==> config.mk <==
export PLATFORM = sky130hd
export DESIGN_NAME = io_sequencer
export DESIGN_NICKNAME = d
export VERILOG_FILES = /design/src/rtl/io_sequencer.sv
export SDC_FILE = /design/constraint.sdc
export NUM_CORES = 1
export LEC_CHECK = 0
export CAP_MARGIN = 20
export CORE_UTILIZATION = 35
export DETAILED_ROUTE_END_ITERATION = 16
export MAX_ROUTING_LAYER = met4
export PLACE_DENSITY = 0.64
export SLEW_MARGIN = 20
export SYNTH_ARGS = -nofsm -noshare
export SYNTH_HDL_FRONTEND = slang
export SYNTH_SLANG_ARGS = --single-unit
export TNS_END_PERCENT = 1
==> constraint.sdc <==
create_clock -name clk -period 3.73 [get_ports clk]
set_input_delay 0.373 -clock clk [delete_from_list [all_inputs] [get_ports clk]]
set_output_delay 0.373 -clock clk [all_outputs]
set_load 0.02 [all_outputs]
==> src/rtl/io_sequencer.sv <==
`default_nettype none
// ============================================================================
// Module      : io_sequencer
// Description : Front-panel sequencing controller. Steps through test modes,
//               latches one or two switch operands, runs a req/ack transfer
//               with the datapath and holds the result (or 8'hEE on timeout).
// Revision    : 1.0 - initial release
// ============================================================================
module io_sequencer #(
  parameter int          NUM_MODES  = 8,
  parameter logic [15:0] UNARY_MASK = 16'h0003,
  parameter int          TIMEOUT    = 1000
) (
  input  logic       clk,
  input  logic       rst,
  input  logic [7:0] switch,
  input  logic       up,
  input  logic       left,
  input  logic       right,
  input  logic       confirm,
  output logic [3:0] mode,
  output logic [1:0] state,
  output logic [7:0] op_a,
  output logic [7:0] op_b,
  output logic       req,
  input  logic       ack,
  input  logic [7:0] result,
  output logic [7:0] result_q,
  output logic       done,
  output logic       error
);

  typedef enum logic [1:0] {
    S_SELECT  = 2'b00,
    S_INPUT_A = 2'b01,
    S_INPUT_B = 2'b10,
    S_RUN     = 2'b11
  } state_t;

  localparam int              CNT_W     = (TIMEOUT > 1) ? $clog2(TIMEOUT) : 1;
  localparam logic [CNT_W-1:0] CNT_LAST = CNT_W'(TIMEOUT - 1);
  localparam logic [3:0]      MODE_LAST = 4'(NUM_MODES - 1);

  // Button vector ordered by priority: {confirm, up, right, left}
  logic [3:0] btn_now;
  logic [3:0] btn_lvl_q;
  logic [3:0] btn_prev_q;
  logic [3:0] pulse;
  logic       act_confirm;
  logic       act_up;
  logic       act_right;
  logic       act_left;

  state_t           state_q;
  logic [3:0]       mode_q;
  logic [7:0]       op_a_q;
  logic [7:0]       op_b_q;
  logic             req_q;
  logic [7:0]       result_hold_q;
  logic             done_q;
  logic             error_q;
  logic [CNT_W-1:0] cnt_q;

  assign btn_now = {confirm, up, right, left};
  assign pulse   = btn_lvl_q & ~btn_prev_q;

  // Only the highest-priority pulse of a cycle is acted on
  assign act_confirm = pulse[3];
  assign act_up      = pulse[2] & ~pulse[3];
  assign act_right   = pulse[1] & ~pulse[2] & ~pulse[3];
  assign act_left    = pulse[0] & ~pulse[1] & ~pulse[2] & ~pulse[3];

  // Sample button levels; reset preloads both stages so held buttons stay silent
  always_ff @(posedge clk) begin
    if (rst) begin
      btn_lvl_q  <= btn_now;
      btn_prev_q <= btn_now;
    end else begin
      btn_lvl_q  <= btn_now;
      btn_prev_q <= btn_lvl_q;
    end
  end

  // Phase machine with its registered outputs and the request timeout counter
  always_ff @(posedge clk) begin
    if (rst) begin
      state_q       <= S_SELECT;
      mode_q        <= 4'd0;
      op_a_q        <= 8'd0;
      op_b_q        <= 8'd0;
      req_q         <= 1'b0;
      result_hold_q <= 8'd0;
      done_q        <= 1'b0;
      error_q       <= 1'b0;
      cnt_q         <= '0;
    end else begin
      case (state_q)
        S_SELECT: begin
          if (act_confirm) begin
            state_q <= S_INPUT_A;
          end else if (act_right) begin
            mode_q <= (mode_q == MODE_LAST) ? 4'd0 : mode_q + 4'd1;
          end else if (act_left) begin
            mode_q <= (mode_q == 4'd0) ? MODE_LAST : mode_q - 4'd1;
          end
        end
        S_INPUT_A: begin
          if (act_confirm) begin
            op_a_q <= switch;
            if (UNARY_MASK[mode_q]) begin
              state_q <= S_RUN;
              req_q   <= 1'b1;
              done_q  <= 1'b0;
              error_q <= 1'b0;
              cnt_q   <= '0;
            end else begin
              state_q <= S_INPUT_B;
            end
          end else if (act_up) begin
            state_q <= S_SELECT;
          end
        end
        S_INPUT_B: begin
          if (act_confirm) begin
            op_b_q  <= switch;
            state_q <= S_RUN;
            req_q   <= 1'b1;
            done_q  <= 1'b0;
            error_q <= 1'b0;
            cnt_q   <= '0;
          end else if (act_up) begin
            state_q <= S_INPUT_A;
          end
        end
        S_RUN: begin
          if (req_q) begin
            // A real acknowledge beats a timeout on the same edge
            if (ack) begin
              result_hold_q <= result;
              req_q         <= 1'b0;
              done_q        <= 1'b1;
            end else if (cnt_q == CNT_LAST) begin
              result_hold_q <= 8'hEE;
              req_q         <= 1'b0;
              done_q        <= 1'b1;
              error_q       <= 1'b1;
            end else begin
              cnt_q <= cnt_q + 1'b1;
            end
          end else if (act_confirm) begin
            state_q <= S_SELECT;
            done_q  <= 1'b0;
            error_q <= 1'b0;
          end
        end
        default: state_q <= S_SELECT;
      endcase
    end
  end

  assign mode     = mode_q;
  assign state    = state_q;
  assign op_a     = op_a_q;
  assign op_b     = op_b_q;
  assign req      = req_q;
  assign result_q = result_hold_q;
  assign done     = done_q;
  assign error    = error_q;

endmodule
`default_nettype wire

==> flow_summary.ini, run 1 <==
[status]
status = finished, final reports clean

[cells_and_area]
final_common_cell = clkdlybuf4s50_1
drive_gt1_share_pct = 9.29
final_cell_mix = 55 x clkdlybuf4s50_1, 52 x dfxtp_1, 42 x nand2_1
diodes = 0
layout.nets = 348
syn2layout_area_growth_pct = 30.0
final_util_pct = 47.0

[drt]
wl_per_cell_um = 12.8
drc = 0
drt_iter0_drc = 97
viasPerCell = 5.02
final_antenna_net_count = 0
vias = 2009
drt-total-wl_um = 5110
first_pass_iters = 4

[sta]
rsz0062_at_grt = false
worst_pin_slew_ns = 0.892
post-route-period-util_pct = 52.9
setup_violations = 0
maxSlewViolCount = 0
setup_tns_ns = 0
skew_ns = 0.00711
layout_min_cycle_time_ns = 1.97
timing.slew.headroom_pct = 40.4
fmax_mhz = 507
finalHoldViolCount = 0
hold_slack_ns = 0.459

[worst_setup_path]
worst-setup-path-type = register to primary output
crit_path_max_fanout = 14
startpoint_type = register
cp-endpoint = state[1]
cp_top_family = buffers and inverters
reg2reg_depth = 6
path_depth = 1
crit_buf_inv = 1
cp_data_arrival_time_ns = 1.60
r2r-start = mode[0]
end_kind = primary output
max_stage_delay_ns = 0.71
crit_chain = clkdlybuf4s50_1
required_ns = 3.36
timing.critical_path.from = state[1]
cp_slowest_cell = clkdlybuf4s50_1
rrSetupSlack_ns = 1.87

[grt]
grt_max_degree = 24
antenna_found_initial = 0
grt_first_pass_wirelength_um = 8180
grt_usage_pct = 16.1
grt_pass1_vias = 1838
grt_overflow = 0

[clock_network]
cts_sinks = 52
hold_buffers = 0
ctsRootBufferMaster = clkbuf_8
cts_max_level = 2
cts_buffers = 5
cts-resized-gates = 0
post-cts-setup-buffer-count = 0
clkTransAtPathRegs_ns = 0.10
clockBufferDepth = 2
cts_tree = yes
clk_latency_ns = 0.31

[die]
die_w_um = 82.8
core_sq_um = 6310
ios = 56
die_h_um = 82.8
floorplan.die_area_sq_um = 6850
rows = 29
start_util_pct = 36.1

[yosys]
synth_area_sq_um = 2280
synth_edf_count = 0
synth_flop_cell = dfxtp_1
async_reset_ff_share_pct = 0
synth_xor_area_share_pct = 3.07
ys_warn_count = 0
synth_top_family_by_area = simple AND/OR/NAND/NOR gates
synth-adder-area-share_pct = 1.64
synth.distinct_cells = 44
synthCells = 271
postSynthAreaPerCell_sq_um = 8.42
synth_nets = 297
synth_compound_area_share_pct = 13.1
yosysSeqAreaShare_pct = 45.6
yosys.area_share.simple_pct = 30.0
ys_ff_latch = 52
synthMuxAreaShare_pct = 3.29

[pwr]
powerDensity_nw_per_um2 = 359
ir_drop_mv = 0.160
leakage_uw = 0.00105
power_uw = 1070

[place]
io_buffer_count = 55
place_congestion = 0.837
dpl.hpwl_um = 3670

[worst_hold_path]
min_path_type = register to register

[flow_run]
cap_violations = 0
final cells by class:
class | count | area (sq um)
multi-input combinational | 203 | 1170
clock inverter | 3 | 22.5
tap | 77 | 96.3
fill | 652 | 3350
timing repair buffer | 56 | 558
clock buffer | 5 | 68.8
sequential | 52 | 1040
inverter | 4 | 15.0
flip-flops by register name, indices dropped and copies added, names as in the netlist, named ones only:
name	cells
btn_prev_q	4
btn_lvl_q	4
mode	4
cnt_q	10
state	2
error	1
req	1
op_b	8
done	1
op_a	8
result_q	8
per-layer routing:
layer | wire [um] | vias to the layer above | global-route usage [%]
met5 | 0 | - | -
met4 | 62 | 0 | 4.66
met3 | 207 | 6 | 4.07
met2 | 2440 | 35 | 26.0
met1 | 2400 | 929 | 19.8
li1 | - | 1039 | -
worst min path at each step:
stage	to	cells after the start	startpoint
finish	op_b[0]	2	op_b[0]
global route	op_b[5]	2	op_b[5]
CTS	op_b[7]	2	op_b[7]
detailed placement	op_b[7]	2	op_b[7]
global placement	op_b[7]	2	op_b[7]
floorplan	btn_lvl_q[0]	0	left
kinds of logic after synthesis:
logic type	Yosys count
multiplexers	7
XOR/XNOR	8
AND/OR/NAND/NOR	137
buffers and inverters	16
flip-flops	52
AO/OA/AOI/OAI	48
adder cells (fa/ha/maj)	3
stage by stage:
stage / std cells / setup slack (ns) / instance area, sq um
floorplan: 271 / 1.88 / 2280
global placement: 392 / 1.62 / 2880
detailed placement: 392 / 1.62 / 2880
CTS: 400 / 1.76 / 2970
global route: 400 / 1.72 / 2970
finish: 400 / 1.76 / 2970
cell usage after synthesis (all sizes together), types with 5 or more instances:
cell type  instances  area [sq um]
a21oi             30           150
o21ai              5          25.0
nand3             17          90.1
clkbuf             6          22.5
and3               8          53.8
nand2             42           158
nand2b             5          31.3
buf                6          37.5
dfxtp             52          1040
xor2               8          70.1
nor2              37           149
nor3               7          35.0
power by group:
part,total (uW),switching [uW],internal [uW]
Combinational,148,75.2,72.5
Clock,325,191,135
Sequential,593,20.3,573
(Power assumes the default switching activity.)
==> inputs of run 2 (changes only) <==
Settings changed: PLACE_DENSITY 0.64 to 0.66.
Clock period 3.73 ns to 1.6 ns, I/O delays scaled along.
==> flow_summary.ini, run 2 (synthesis results as in run 1) <==
[worst_setup_path]
crit_path_max_fanout = 4
worst-setup-path-type = register to register
startpoint_type = register
max_stage_delay_ns = 0.40
cp_top_family = compound AO/OA/AOI/OAI gates
required_ns = 1.80
crit_buf_inv = 1
crit_chain = inv_1 -> ha_4 -> or3b_4 -> a31o_2 -> a21oi_2 -> a31oi_1
cp_data_arrival_time_ns = 1.77
r2r-start = mode[0]
end_kind = register
timing.critical_path.from = mode[0]
cp_slowest_cell = or3b_4

[grt]
grt_overflow = 0
grt_max_degree = 43
use_met1_pct = 20.8
grt_pass1_vias = 1849
met2_usage_pct = 25.3
grt_first_pass_wirelength_um = 8310
antenna_found_initial = 0
gr-usage-met3_pct = 4.73
grt_usage_pct = 16.3
grt_busiest_layer = met2

[clock_network]
cts_sinks = 52
ctsRootBufferMaster = clkbuf_8
cts_tree = yes
cts_max_level = 2
clk_latency_ns = 0.31
clkTransAtPathRegs_ns = 0.09
hold_buffers = 0
clockBufferDepth = 2
cts_buffers = 5

[cells_and_area]
largest_register_ffs = 10
seq_area_sq_um = 1050
multi_input_area_sq_um = 1190
final_common_cell = clkdlybuf4s50_1
drive_gt1_share_pct = 17.2
syn2layout_area_growth_pct = 40.4
final_area_sq_um = 3200
top_register = cnt_q
final_cell_mix = 49 x clkdlybuf4s50_1, 47 x dfxtp_1, 42 x nand2_1
layout.nets = 369
diodes = 0
fillers = 639

[die]
rows = 29
floorplan.die_area_sq_um = 6850
die_h_um = 82.8
ios = 56
core_sq_um = 6310
start_util_pct = 36.1
die_w_um = 82.8

[drt]
vias = 2101
drt_iter0_drc = 86
viasPerCell = 4.99
final_antenna_net_count = 0
first_pass_iters = 4
drc = 0
wl_per_cell_um = 12.4
drt-total-wl_um = 5240

[sta]
fmax_mhz = 635
skew_ns = 0.00607
worst_pin_slew_ns = 0.418
layout_min_cycle_time_ns = 1.58
setup_tns_ns = 0
maxSlewViolCount = 0
post-route-period-util_pct = 98.4
finalHoldViolCount = 0
rsz0062_at_grt = true
setup_violations = 0
timing.slew.headroom_pct = 72.0

[place]
io_buffer_count = 55
dpl.hpwl_um = 3740
place_congestion = 0.850
post_dp_cell_area_sq_um = 3060

[flow_run]
cap_violations = 0

[status]
status = finished, final reports clean

[worst_hold_path]
min_path_type = input pin to register
min-delay-start = right

[pwr]
powerDensity_nw_per_um2 = 831
ir_drop_mv = 0.528
leakage_uw = 0.00124
-- run 2: report_power, final --
group / switching [uW] / internal, uW
Clock: 456 / 409
Sequential: 38.2 / 1340
Combinational: 205 / 216
-- run 2: through the flow --
step	cells	total power (uW)	hold slack, ns	utilization (%)	setup slack, ns
final	421	2660	0.315	50.7	0.0250
after global routing	421	2800	0.316	50.7	-0.0346
after CTS	420	2690	0.300	50.2	0.0176
after detailed placement	412	1820	0.447	48.5	0.0237
after global placement	412	1820	0.443	48.5	0.0348
after floorplan	271	1630	0.188	-	0.0294
-- run 2: area by class of cell --
cell class | instances | share of cell area (%)
Clock buffer | 6 | 2.93
Inverter | 4 | 0.469
Multi-Input combinational cell | 203 | 37.3
Timing Repair Buffer | 77 | 23.0
Clock inverter | 2 | 0.508
Tap cell | 77 | 3.01
Sequential cell | 52 | 32.9
-- run 2: path summary, 6_finish.rpt --
kind / to / slack (ns) / cells after the start
min reg2reg: op_b[6] / 0.46 / 2
max reg2reg: register / 0.02 / 6
min: btn_lvl_q[1] / 0.31 / 1
max: register / 0.02 / 6
-- run 2: metal layers --
metal / vias up / wire length (um)
li1: 1082 / -
met1: 970 / 2440
met2: 45 / 2520
met3: 4 / 239
met4: 0 / 45
met5: - / 0
-- run 2: timing repair --
item,CTS,global route
setup endpoints to repair,4,20
gates resized for setup,6,8
setup buffers,0,1
cloned,0,0
pin swaps,0,2
